## src/rtl/transmit.sv

```systemverilog
// Serial transmitter: 8N1 frame, LSB first, one bit per OVERSAMPLE Enable ticks.
// Define TX_HOLD_EN to add a one-byte holding register for back-to-back frames.
module transmit #(
    parameter int OVERSAMPLE = 16
) (
    input  logic       clk,
    input  logic       rst,
    input  logic [7:0] DATA,
    input  logic       Enable,
    input  logic       IORW,
    input  logic [1:0] IOADDR,
    output logic       TxD,
    output logic       TBR
);

    // state    | meaning
    // ST_IDLE  | line high, waiting for a write strobe
    // ST_START | start bit (TxD=0)
    // ST_DATA  | eight data bits, LSB first
    // ST_STOP  | stop bit (TxD=1)
    typedef enum logic [1:0] {ST_IDLE, ST_START, ST_DATA, ST_STOP} state_t;

    localparam int TW = (OVERSAMPLE > 1) ? $clog2(OVERSAMPLE) : 1;

    state_t        state;
    logic [TW-1:0] tick_cnt;
    logic [2:0]    bit_cnt;
    logic [7:0]    shifter;
    logic          strobe;
    logic          bit_end;

`ifdef TX_HOLD_EN
    logic [7:0]    hold;
    logic          hold_full;
`endif

    assign strobe  = ({IORW, IOADDR} == 3'b000) && TBR;
    assign bit_end = Enable && (tick_cnt == TW'(OVERSAMPLE - 1));

    always_ff @(posedge clk) begin
        if (rst) begin
            state    <= ST_IDLE;
            tick_cnt <= '0;
            bit_cnt  <= '0;
            shifter  <= 8'h00;
            TxD      <= 1'b1;
            TBR      <= 1'b1;
`ifdef TX_HOLD_EN
            hold      <= 8'h00;
            hold_full <= 1'b0;
`endif
        end else begin
`ifdef TX_HOLD_EN
            // Mid-frame writes park in the hold register; a write landing on the
            // stop-bit end goes straight to the shifter instead (handled below).
            if (strobe && state != ST_IDLE && !(state == ST_STOP && bit_end)) begin
                hold      <= DATA;
                hold_full <= 1'b1;
                TBR       <= 1'b0;
            end
`endif
            case (state)
                ST_IDLE: begin
                    TxD <= 1'b1;
                    if (strobe) begin
                        shifter  <= DATA;
                        tick_cnt <= '0;
                        bit_cnt  <= '0;
                        state    <= ST_START;
                        TxD      <= 1'b0;
`ifndef TX_HOLD_EN
                        TBR      <= 1'b0;
`endif
                    end
                end
                ST_START: begin
                    if (Enable) begin
                        if (bit_end) begin
                            tick_cnt <= '0;
                            state    <= ST_DATA;
                            TxD      <= shifter[0];
                        end else begin
                            tick_cnt <= tick_cnt + TW'(1);
                        end
                    end
                end
                ST_DATA: begin
                    if (Enable) begin
                        if (bit_end) begin
                            tick_cnt <= '0;
                            shifter  <= {1'b0, shifter[7:1]};
                            bit_cnt  <= bit_cnt + 3'd1;
                            if (bit_cnt == 3'd7) begin
                                state <= ST_STOP;
                                TxD   <= 1'b1;
                            end else begin
                                TxD <= shifter[1];
                            end
                        end else begin
                            tick_cnt <= tick_cnt + TW'(1);
                        end
                    end
                end
                ST_STOP: begin
                    if (Enable) begin
                        if (bit_end) begin
                            tick_cnt <= '0;
                            bit_cnt  <= '0;
`ifdef TX_HOLD_EN
                            if (hold_full) begin
                                shifter   <= hold;
                                hold_full <= 1'b0;
                                TBR       <= 1'b1;
                                state     <= ST_START;
                                TxD       <= 1'b0;
                            end else if (strobe) begin
                                shifter <= DATA;
                                state   <= ST_START;
                                TxD     <= 1'b0;
                            end else begin
                                state <= ST_IDLE;
                                TxD   <= 1'b1;
                            end
`else
                            state <= ST_IDLE;
                            TxD   <= 1'b1;
                            TBR   <= 1'b1;
`endif
                        end else begin
                            tick_cnt <= tick_cnt + TW'(1);
                        end
                    end
                end
                default: begin
                    state <= ST_IDLE;
                    TxD   <= 1'b1;
                end
            endcase
        end
    end

endmodule

```

## config.mk

```make
export PLATFORM = sky130hd
export DESIGN_NAME = transmit
export DESIGN_NICKNAME = d
export VERILOG_FILES = /design/src/rtl/transmit.sv
export SDC_FILE = /design/constraint.sdc
export NUM_CORES = 1
export LEC_CHECK = 0
export ABC_AREA = 1
export CAP_MARGIN = 5
export CORE_ASPECT_RATIO = 0.6
export CORE_MARGIN = 2
export CORE_UTILIZATION = 39
export CTS_CLUSTER_DIAMETER = 40
export DETAILED_ROUTE_END_ITERATION = 8
export PLACE_DENSITY = 0.63
export SYNTH_ARGS = -nofsm -noshare
export SYNTH_HDL_FRONTEND = slang
export SYNTH_SLANG_ARGS = --single-unit
export TNS_END_PERCENT = 5
```

## constraint.sdc

```tcl
create_clock -name clk -period 1.55 [get_ports clk]
set_input_delay 0.2325 -clock clk [delete_from_list [all_inputs] [get_ports clk]]
set_output_delay 0.2325 -clock clk [all_outputs]
set_load 0.01 [all_outputs]
```

==> results_dict.tcl <==
set metrics [dict create \
    wl_met2_um 1200 \
    ir_worst_vdd_v 0.000703 \
    grtUsageTotal_pct 17.5 \
    num-fill-cells 252 \
    clock_path_buffers 2 \
    ys_ff_latch 19 \
    num_vias 1114 \
    antenna_left 0 \
    htreeDepth 1 \
    rsz0062_at_grt "false" \
    cp.arrival_ps 1570 \
    dieHeight_um 45.4 \
    avgRoutedWirePerCell_um 13.5 \
    gp_congestion 0.886 \
    cp-start-kind "register" \
    slew_headroom_pct 76.7 \
    clock_tree.root_cell "clkbuf_8" \
    grt_max_degree 17 \
    reg2reg_depth 7 \
    clk_latency_ps 260 \
    netlist-cell-type-count 21 \
    cts_tree "done" \
    portBuffers 15 \
    drv_slew 0 \
    synth_flop_cell "dfxtp_1" \
    drive_gt1_share_pct 15.2 \
    power_mw 2.08 \
    synth_top_cell_area_share_pct 34.1 \
    max_clock_freq_mhz 706 \
    drt-met1-wl_um 1400 \
    die_area_mm2 0.00332 \
    synth_enable_flop_cells 0 \
    die_w_um 73.0 \
    yosysWarnings 0 \
    skew_ps 7.80 \
    core_area_mm2 0.00261 \
    synthesis.nets 178 \
    syn_inst 156 \
    std_cell_rows 14 \
    holdBufCountCts 0 \
    avgSynthCellArea_um2 7.15 \
    syn2layout_area_growth_pct 30.2 \
    p_leak_nw 0.628 \
    grt-ovfl-total 0 \
    highest_layer "met4" \
    drt_pre_antenna_iters 5 \
    drt_iter0_drc 92 \
    grt_pass1_vias 955 \
    powerDensity_mw_per_mm2 1430 \
    netlist_area_mm2 0.00111 \
    status "finished, final reports clean" \
    synth-seq-area-share_pct 34.1 \
    worstHoldPathType "register to register" \
    synth_top_area_cell "dfxtp_1" \
    hpwlAfterDp_um 1990 \
    cts_setup_buffers 0 \
    pin_count 16 \
    nNetsFinal 201 \
    maxCapViolations 0 \
    path_clk_slew_ps 80 \
    antenna_found_initial 0 \
    vias_per_cell 5.30 \
    period_needed_ps 1420 \
    cts_buffers 3 \
    wl_met3_um 215 \
    cts.sinks 19 \
    initial_core_util_pct 42.7 \
    hold_viol 0 \
    drc 0 \
    grt_pass1_wl_um 4340 \
    yosys-top-cells-area "dfxtp_1 (34%), nand2_1 (11%), ha_1 (9.0%), nand3_1 (8.1%), a21oi_1 (7.6%)" \
    crit_fanout 5 \
    hold-path-cell-count 2 \
    path_class "register to register" \
    postRouteWirelength_um 2830 \
    final_util_pct 55.6 \
    antenna_cells 0 \
    setup_violations 0 \
    synthArstFlopShare_pct 0 \
    post-route-period-util_pct 91.4 \
    crit_required_ps 1700 \
    worst_slew_pin_slew_ps 349 \
    crit_path_end_kind "register" \
]
[synth_stat cells, types with 2 or more instances]
master,number
o21ai_2,2
or2_2,3
buf_4,2
o21ai_0,3
mux2i_1,7
nand2_1,32
nand4_1,4
ha_1,8
inv_1,12
nor3_1,2
a21oi_1,17
nor2_1,20
nand3_1,18
dfxtp_1,19
[repair_timing]
| action | in CTS | in global routing |
|---|---|---|
| setup endpoints to repair | 8 | 13 |
| pin swaps | 0 | 1 |
| cloned | 0 | 1 |
| gates resized for setup | 3 | 14 |
[metal layers]
layer	vias to the layer above	GRT usage [%]
li1	566	-
met1	507	25.8
met2	39	25.8
met3	2	4.65
met4	0	3.33
met5	-	0
[cells in the final DEF (no fill, tap or decap)]
cell type / synthesis / layout
a21oi_1: 17 / 17
a31oi_1: 1 / 1
buf_12: 0 / 1
buf_4: 2 / 4
buf_6: 1 / 1
clkbuf_1: 1 / 1
clkbuf_8: 0 / 3
clkdlybuf4s50_1: 0 / 15
dfxtp_1: 19 / 18
dfxtp_2: 0 / 1
ha_1: 8 / 6
ha_2: 0 / 1
ha_4: 0 / 1
inv_1: 12 / 11
inv_2: 1 / 1
inv_4: 0 / 1
mux2i_1: 7 / 7
nand2_1: 32 / 27
nand2_2: 1 / 4
nand2_4: 0 / 2
nand3_1: 18 / 17
nand3_2: 0 / 1
nand4_1: 4 / 4
nor2_1: 20 / 20
nor3_1: 2 / 2
o211ai_1: 1 / 1
o21ai_0: 3 / 3
o21ai_2: 2 / 1
o21ai_4: 0 / 2
or2_2: 3 / 3
xor2_1: 1 / 1
[final timing paths]
kind                from           to  slack (ps)
min reg2reg  tick_cnt[1]  tick_cnt[1]         490
min          tick_cnt[1]  tick_cnt[1]         490
max             state[1]  tick_cnt[3]         130
max reg2reg     state[1]  tick_cnt[3]         130
[cell families (layout without fill, tap and decap cells)]
family	count (synthesis)	in the layout	synth area share, %
XOR/XNOR	1	1	0.786
buffers and inverters	17	38	7.07
flip-flops	19	19	34.1
adder cells (fa/ha/maj)	8	8	8.98
multiplexers	7	7	6.29
AND/OR/NAND/NOR	80	80	31.0
AO/OA/AOI/OAI	24	25	11.8
[critical path, stage by stage, from the launching register on]
cell	delay [ps]
dfxtp_1	370
inv_1	110
ha_1	240
or2_2	310
nand2_2	120
nand2_1	60
nand2_1	60
nor2_1	40
[state kept, by name (all words and copies together) (netlist names)]
signal    cells
shifter       8
tick_cnt      4
bit_cnt       3
state         2
TBR           1
TxD           1
[stage by stage]
step	hold WS, ps	instance area, um^2	setup TNS [ps]	instances	setup slack [ps]
6_report	491	1450	0	210	133
4_1_cts	494	1390	0	209	30.8
3_3_place_gp	462	1330	-231	205	-42.5
2_1_floorplan	302	1110	0	156	154
3_5_place_dp	476	1330	-548	205	-78.0
5_1_grt	525	1450	0	210	16.6
[report_power, final]
group	internal [mW]	switching [mW]
Clock	0.183	0.170
Combinational	0.434	0.575
Sequential	0.625	0.0917
Total	1.24	0.837
[cell type report]
cell class,count,area (um^2),area share (%)
well taps,32,40.0,2.76
repair buffers,21,211,14.6
clock buffers,4,45.0,3.10
inverters,13,51.3,3.53
flip-flops and latches,19,382,26.3
multi-input cells,121,722,49.7
Power figures use the tool's default switching activity.
==> edit, RTL diff (same settings) <==
Register the inputs `Enable`, `IORW` and `IOADDR` before use, without a reset. The logic sees them one clock later. The other inputs are not delayed to match.
--- a/src/rtl/transmit.sv
+++ b/src/rtl/transmit.sv
@@ -24,2 +24,12 @@
 
+    logic Enable_q;
+    logic IORW_q;
+    logic [1:0] IOADDR_q;
+
+    always_ff @(posedge clk) begin
+        Enable_q <= Enable;
+        IORW_q   <= IORW;
+        IOADDR_q <= IOADDR;
+    end
+
     state_t        state;
@@ -36,4 +46,4 @@
 
-    assign strobe  = ({IORW, IOADDR} == 3'b000) && TBR;
-    assign bit_end = Enable && (tick_cnt == TW'(OVERSAMPLE - 1));
+    assign strobe  = ({IORW_q, IOADDR_q} == 3'b000) && TBR;
+    assign bit_end = Enable_q && (tick_cnt == TW'(OVERSAMPLE - 1));
 
@@ -76,3 +86,3 @@
                 ST_START: begin
-                    if (Enable) begin
+                    if (Enable_q) begin
                         if (bit_end) begin
@@ -87,3 +97,3 @@
                 ST_DATA: begin
-                    if (Enable) begin
+                    if (Enable_q) begin
                         if (bit_end) begin
@@ -104,3 +114,3 @@
                 ST_STOP: begin
-                    if (Enable) begin
+                    if (Enable_q) begin
                         if (bit_end) begin
Formal check against the unedited RTL: not equivalent (Yosys sat finds a counterexample within 4 cycles, from zero or initial values and one cycle with rst high).
==> edit against the unedited design <==
  * Wire length up 1.9%
  * Final area up 13%
  * Synthesized area grew 20%
  * Utilization shrank 5.5 points
  * Power increased by 40%
  * Combinational power increased by 67%
  * Clock power grew 8.2%
  * Worst setup slack got worse by 0.061 ns
  * Clock skew fell by 0.0031 ns
  * Non-clock buffer count grew 4
  * Critical path depth grew 1
  * Sequential cell count grew 4
  * Final cell count grew 16%
  * Critical path type unchanged
  * Critical endpoint is now state[1]
==> edit: results <==
[cts]
cts-buffers-inserted = 3
clk_latency_ns = 0.27
cts_htree_levels = 1

[grt]
grt_max_degree = 17
grt_pass1_wl_um = 4820
antenna_found_initial = 0
grt_pass1_vias = 1061
use_met2 = 0.224
track_usage = 0.158
grtUsageMet3 = 0.0500
gr-usage-met1 = 0.230

[setup_path]
slowest_stage = dfxtp_2
slowest_delay_ns = 0.36
cp_top_family = simple AND/OR/NAND/NOR gates
worstPathMaxFanout = 4

[timing]
tightest_slew_ns = 0.236
skew_ns = 0.00466

[placement]
hpwl_um = 2200
gp_congestion = 0.892
numPortBuffers = 15

[status]
status = completed

[final_layout]
layout-drive-gt1-share = 0.227
diodes = 0
nNetsFinal = 221

[yosys]
yosysWarnings = 0
synth_compound_area_frac = 0.145
synthAdderAreaFrac = 0.0750
seq_area_frac_synth = 0.345
synth.distinct_cells = 29
synth_nets = 196
synth_xor_area_frac = 0.00657
yosys-top-cells-count = 39 x nand2_1, 23 x dfxtp_1, 20 x nor2_1, 12 x nand3_1, 9 x a21oi_2
synthMuxAreaShare = 0
ys_top_cells_by_area = dfxtp_1 35%, nand2_1 11%, ha_1 7.5%

[detailed_routing]
wl_per_cell_um = 11.9
drt_iter0_drc = 42
via_per_inst = 4.83
drtPass1Iterations = 5

[min_path]
hp-class = in -> reg

[pwr]
p_leak_nw = 0.716
switching_power_mw = 1.31
peakVddDrop_mv = 0.663
[edit: cell count changes in the layout (fill, tap and decap cells not counted), moves of 7 or more]
cell / delta
a21oi_2: +9
a21oi_1: -10
mux2i_1: -7
nand2_1: +10
a21boi_1: +7
[edit: worst paths after layout]
path | startpoint | to | slack, ns | cells past startpoint
worst min-delay path | IOADDR[0] | IOADDR_q[0] | 0.40 | 1
worst max register to register | state[1] | state[1] | 0.07 | 8
worst min register to register | tick_cnt[1] | tick_cnt[1] | 0.50 | 2
worst max-delay path | state[1] | state[1] | 0.07 | 8
[edit: power groups by stage]
stage | clock network [mW] | registers [mW] | logic (mW)
floorplan | 0 | 0.820 | 1.24
global placement | 0 | 0.831 | 1.53
detailed placement | 0 | 0.842 | 1.60
CTS | 0.393 | 0.828 | 1.66
global route | 0.418 | 0.852 | 1.86
finish | 0.381 | 0.835 | 1.69
[edit: per-layer routing]
layer,part of all wire,wire length (um)
met2,0.44,1280
met3,0.047,136
met5,0,0
met4,0.015,43
met1,0.49,1420
[edit: cell type report]
cell class | instances | area (sq um)
clock buffers | 4 | 45.0
fillers | 311 | 1630
inverters | 14 | 52.6
multi-input cells | 132 | 783
flip-flops and latches | 23 | 462
well taps | 45 | 56.3
repair buffers | 25 | 238
[edit: per-stage QoR]
step | instance area (sq um) | cells | worst slack, ns
2_1_floorplan | 1330 | 174 | 0.210
3_3_place_gp | 1560 | 237 | 0.119
3_5_place_dp | 1560 | 237 | -0.0166
4_1_cts | 1620 | 243 | 0.0547
5_1_grt | 1640 | 243 | 0.00556
6_report | 1640 | 243 | 0.0725
[edit: what timing repair did]
action                     CTS  global route
pin swaps                    0             0
setup endpoints to repair    1            11
buffers inserted             2             0
resized for setup            1             5
